<file path="src/rtl/ssd_cnt_disp.sv">
// Rising-edge counter of seq_jug into a 2-digit BCD count, shown on a multiplexed
// common-anode 7-segment display. Define DET_CNT_SAT_EN to saturate at 99 (sticky ovf).
module ssd_cnt_disp #(
  parameter int unsigned SCAN_DIV = 50000,
  parameter int unsigned CNT_W    = 16
) (
  input  logic       clk,
  input  logic       rst_n,
  input  logic       seq_jug,
  input  logic       clr,
  output logic [7:0] cnt_bcd,
  output logic       ovf,
  output logic [7:0] seg,
  output logic [1:0] an
);

  localparam logic [CNT_W-1:0] ScanLast = CNT_W'(SCAN_DIV - 1);

  logic             jug_q;
  logic [3:0]       tens_q, tens_d;
  logic [3:0]       ones_q, ones_d;
  logic             ovf_q, ovf_d;
  logic [CNT_W-1:0] scan_q, scan_d;
  logic             dig_q, dig_d;
  logic             inc;
  logic             scan_wrap;
  logic [3:0]       digit;

  function automatic logic [6:0] decode7(input logic [3:0] d);
    logic [6:0] s;
    case (d)
      4'd0:    s = 7'h40;
      4'd1:    s = 7'h79;
      4'd2:    s = 7'h24;
      4'd3:    s = 7'h30;
      4'd4:    s = 7'h19;
      4'd5:    s = 7'h12;
      4'd6:    s = 7'h02;
      4'd7:    s = 7'h78;
      4'd8:    s = 7'h00;
      4'd9:    s = 7'h10;
      default: s = 7'h7F;
    endcase
    return s;
  endfunction

  assign inc = seq_jug & ~jug_q;

  always_comb begin
    tens_d = tens_q;
    ones_d = ones_q;
`ifdef DET_CNT_SAT_EN
    ovf_d  = ovf_q;
`else
    ovf_d  = 1'b0;  // single-cycle pulse
`endif
    if (clr) begin
      tens_d = 4'd0;
      ones_d = 4'd0;
      ovf_d  = 1'b0;
    end else if (inc) begin
      if (ones_q < 4'd9) begin
        ones_d = ones_q + 4'd1;
      end else if (tens_q < 4'd9) begin
        ones_d = 4'd0;
        tens_d = tens_q + 4'd1;
      end else begin
`ifdef DET_CNT_SAT_EN
        ovf_d  = 1'b1;
`else
        ones_d = 4'd0;
        tens_d = 4'd0;
        ovf_d  = 1'b1;
`endif
      end
    end
  end

  assign scan_wrap = (scan_q == ScanLast);

  always_comb begin
    scan_d = scan_wrap ? '0 : scan_q + CNT_W'(1);
    dig_d  = dig_q ^ scan_wrap;
  end

  always_ff @(posedge clk or negedge rst_n) begin
    if (!rst_n) begin
      jug_q  <= 1'b0;
      tens_q <= 4'd0;
      ones_q <= 4'd0;
      ovf_q  <= 1'b0;
      scan_q <= '0;
      dig_q  <= 1'b0;
    end else begin
      jug_q  <= seq_jug;
      tens_q <= tens_d;
      ones_q <= ones_d;
      ovf_q  <= ovf_d;
      scan_q <= scan_d;
      dig_q  <= dig_d;
    end
  end

  assign digit   = dig_q ? tens_q : ones_q;
  assign seg     = {1'b1, decode7(digit)};
  assign an      = dig_q ? 2'b01 : 2'b10;
  assign cnt_bcd = {tens_q, ones_q};
  assign ovf     = ovf_q;

endmodule

</file>
<file path="config.mk">
export PLATFORM = sky130hd
export DESIGN_NAME = ssd_cnt_disp
export DESIGN_NICKNAME = d
export VERILOG_FILES = /design/src/rtl/ssd_cnt_disp.sv
export SDC_FILE = /design/constraint.sdc
export NUM_CORES = 1
export LEC_CHECK = 0
export BUFFER_PORTS_ARGS = -buffer_cell sky130_fd_sc_hd__buf_4
export CORE_ASPECT_RATIO = 0.75
export CORE_MARGIN = 2
export CORE_UTILIZATION = 60
export DETAILED_ROUTE_END_ITERATION = 16
export GPL_ROUTABILITY_DRIVEN = 0
export PLACE_DENSITY = 0.88
export SYNTH_ARGS = -nofsm -noshare
export SYNTH_HDL_FRONTEND = slang
export SYNTH_SLANG_ARGS = --single-unit
export TNS_END_PERCENT = 5
</file>
<file path="constraint.sdc">
create_clock -name clk -period 5.19 [get_ports clk]
set_input_delay 1.2975 -clock clk [delete_from_list [all_inputs] [get_ports clk]]
set_output_delay 1.2975 -clock clk [all_outputs]
set_load 0.05 [all_outputs]
</file>
Word-level counts from Yosys, hierarchy flattened
Memory sizes are Yosys's and may differ from the RTL's.
Index checks and enable logic that the tools add are counted.
Operators by class
  muxes and demuxes: 14
  $add $sub $neg: 3
  divide/modulo/power cells: 0
  order comparisons: 2
  bitwise gates (word level): 3
  equality and inequality tests: 2
  shift operators: 0
  multipliers: 0
  reductions and logical operators: 2
Operators with widths (number)
  4-bit two-way mux: 8
  16-bit by 1-bit adder with 16-bit output (second input constant): 1
  16-bit equality test (second input constant): 1
  16-bit two-way mux: 1
  4-bit by 1-bit adder with 4-bit output (second input constant): 2
  4-bit < comparator (second input constant): 2
  1-bit two-way mux: 4
  2-bit two-way mux: 1
  2-bit inequality test (second input constant): 1
  2-bit AND reduction: 1
  2-bit nonzero test: 1
  1-bit bitwise AND: 1
  1-bit inverter: 1
  1-bit XOR: 1
Storage, ports and cells
  register bits: 27
  bits in latches: 0
  ROM bits: 112
  RAM bits: 0
  output and inout bits: 19
  input port bits: 4
  memories kept: 1
  logic and storage cells: 33
Memories
  (name not given): depth 16, width 7, read ports 1, clocked after Yosys merged registers in 0, write ports 0, line 31  | case (d)

Depth between registers and ports, before layout
  word-level depth: 5
  mapped depth: 7
  mapped depth without buffers: 6

Least setup slack after synthesis
Ideal clock, no wire load.
  kind: reg2out
  from: register ones_q[3]
  to: output port seg[3]
  path buffers: 1
  setup slack: 1.676 ns
  arrival: 2.216 ns
  data required time: 3.893 ns
  stages on the path, launching flop included: 6
  path through: dfrtp_1 > clkbuf_1 > mux2i_1 > nor2_1 > o21a_1 > a21oi_1
Between the ends
  cells in the longest elaborated chain, start to end: 2
RTL lines
  from (decl): line 21  | logic [3:0] ones_q, ones_d;
  from (signal assigned): line 97  | ones_q <= ones_d;
  4-bit two-way mux: line 104  | assign digit = dig_q ? tens_q : ones_q;
  memory read 16 x 7 bit
  to (decl): line 13  | output logic [7:0] seg,
No other way between the ends.

Final worst setup path
  from: register dig_q
  to: output port seg[3]
Between the ends
  cells in the longest elaborated chain, start to end: 2
RTL lines
  from (decl): line 24  | logic dig_q, dig_d;
  from (signal assigned): line 100  | dig_q <= dig_d;
  4-bit two-way mux: line 104
  memory read 16 x 7 bit
No other way between the ends.

==> out/metrics.cfg <==
[run_status]
status=completed

[synth]
syn_area_sq_mm=0.00159
synth_top_area_share_pct=42.5
avgSynthCellArea_sq_um=9.19
synth_area_leaders=dfrtp_1, ha_1, nor2_1
yosysUniqueCellTypes=34
synthTopCellsByCount=dfrtp_1, nor2_1, a21oi_1, nand2_1
synth_edf_count=0
synthArstFlopShare_pct=100
syn_inst=173
synth_nets=187
synth_warnings=0
synth_most_common_cell=dfrtp_1
synth_ff_type=dfrtp_1
synth.ff_latch_count=27
yosysSeqAreaShare_pct=42.5
yosys.area.top_type=dfrtp_1

[sta]
final.setup_skew_ps=7.54
hold_viol=0
setup_viol=0
drv_slew=0
worstMarginPinSlew_ps=628
fin_crit_ps=3420
fin_setup_tns_ps=0
timing.fmax_ghz=0.292
period_share_pct=65.9
slew-limit-headroom_pct=56.9
worst_slack_ps=1770
rsz0062_at_grt=no

[worst_setup_path]
cp_slowest_stage_delay_ps=530
r2r-end=tens_q[3]$_DFFE_PN0P_
cp_num_cells=7
path_delay_family=flip-flops
critical_path_class=reg2out
start_kind=register
worstPathCellList=mux2_2, inv_1, ha_1, nor2_1, o21a_1, a21oi_1, buf_4
r2r-start=ones_q[0]$_DFFE_PN0P_
path_buf_inv=2
critPathCaptureType=primary output
reg2reg_depth=6
required_ps=3890
cp_data_arrival_time_ps=2120
crit_start=dig_q$_DFF_PN0_
path_max_fanout=7
crit_end=seg[3]
cp_slowest_cell=dfrtp_1
reg2reg_slack_ps=3240

[final_layout]
postLayoutCoreUtil_pct=69.0
drive_gt1_share_pct=14.1
nets=206
areaGrowthSynthToFinish_pct=11.3
diodes=0

[cts]
cts_sinks=27
post_cts_buffers=0
worstSkewPairLatency_ps=320
cts_tree=built
cts_max_path_buffers=2
clkTransAtPathRegs_ps=140
htreeDepth=1
hold_buffers=0
root_buffer=clkbuf_4
cts_resized=0
cts_inserted_buffers=3

[power_and_ir_drop]
ir_worst_vdd_mv=0.132
powerDensity_mw_per_mm2=193
p_leak_nw=0.806

[route]
route.detailed.drc=0
met1_length_um=1480
wl_per_cell_um=13.9
highest_layer=met4
drt_iter0_markers=137
ant_nets=0
route.met3.wl_um=173
met2WireLength_um=1480
viasPerCell=5.77
first_pass_iters=4
wl_um=3160
vias=1310

[placement]
dp_hpwl_um=2390
place_ws_ps=2140
io_buffers=21

[global_routing]
track_usage_pct=22.6
grt_max_degree=28
grt_pass1_vias=1191
grt_pass1_wl_um=5480
antenna_found_initial=0
overflow=0

[floorplan]
dieArea_sq_mm=0.00308
die_width_um=63.4
ioPinCount=23
die_h_um=48.6
start_util_pct=62.1
num_rows=16
core_sq_mm=0.00256

[min_path]
worstHoldPathType=reg2reg

[flow_run]
cap_viol_max_count=0

-- cell families (layout without fill, tap and decap cells) --
kind of cell,after synthesis,count (layout),share of synthesized area [%]
DFF,27,27,42.5
buffers and inverters,17,35,5.51
and+or+nand+nor,73,73,23.0
AOI/OAI and AO/OA,23,23,8.10
xor gates and xnor gates,16,16,8.81
muxes,6,6,4.01
adders and majority gates,10,10,7.87
other,1,1,0.236
-- state kept, by name, summed over array words and instances (netlist names) --
| signal | cells |
|---|---|
| ones_q | 4 |
| scan_q | 16 |
| ovf | 1 |
| jug_q | 1 |
| dig_q | 1 |
| tens_q | 4 |
-- placed cells by master (no fill, tap or decap), drive strengths merged, types with 4 or more instances in the layout --
cell type / n
a21oi: 13
buf: 21
clkbuf: 4
dfrtp: 27
ha: 10
inv: 10
nand2: 11
nand2b: 4
nand3: 8
nand4: 6
nor2: 24
nor4: 5
o21ai: 5
xnor2: 9
xor2: 7
-- stage by stage --
stage | area (sq um) | std cells | hold slack (ps) | power (mW)
after floorplan | 1590 | 173 | 463 | 0.245
after global placement | 1740 | 223 | 489 | 0.257
after detailed placement | 1740 | 223 | 495 | 0.259
after CTS | 1770 | 227 | 516 | 0.344
after global routing | 1770 | 227 | 534 | 0.357
final | 1770 | 227 | 521 | 0.342
-- cell type report --
cell class / instances / area (sq um)
fillers: 205 / 793
well taps: 36 / 45.0
clock buffers: 4 / 26.3
flip-flops and latches: 27 / 676
inverters: 10 / 37.5
repair buffers: 21 / 158
multi-input cells: 129 / 827
-- layer usage --
layer / up-vias / track usage, %
li1: 628 / -
met1: 632 / 32.4
met2: 44 / 34.9
met3: 6 / 5.81
met4: 0 / 5.07
met5: - / 0
-- worst min-delay path by stage --
stage	slack, ps	startpoint	end	depth (start not counted)
floorplan	460	scan_q[0]$_DFF_PN0_	scan_q[0]$_DFF_PN0_	1
global route	530	scan_q[13]$_DFF_PN0_	scan_q[13]$_DFF_PN0_	1
CTS	520	scan_q[13]$_DFF_PN0_	scan_q[13]$_DFF_PN0_	1
global placement	490	scan_q[13]$_DFF_PN0_	scan_q[13]$_DFF_PN0_	1
finish	520	scan_q[13]$_DFF_PN0_	scan_q[13]$_DFF_PN0_	1
detailed placement	500	scan_q[13]$_DFF_PN0_	scan_q[13]$_DFF_PN0_	1
-- where the power goes --
part           internal (mW)  leakage [nW]  switching, mW
sequential             0.211         0.360        0.00166
clock                 0.0301        0.0150         0.0574
combinational         0.0120         0.431         0.0293
Power figures use the tool's default switching activity.
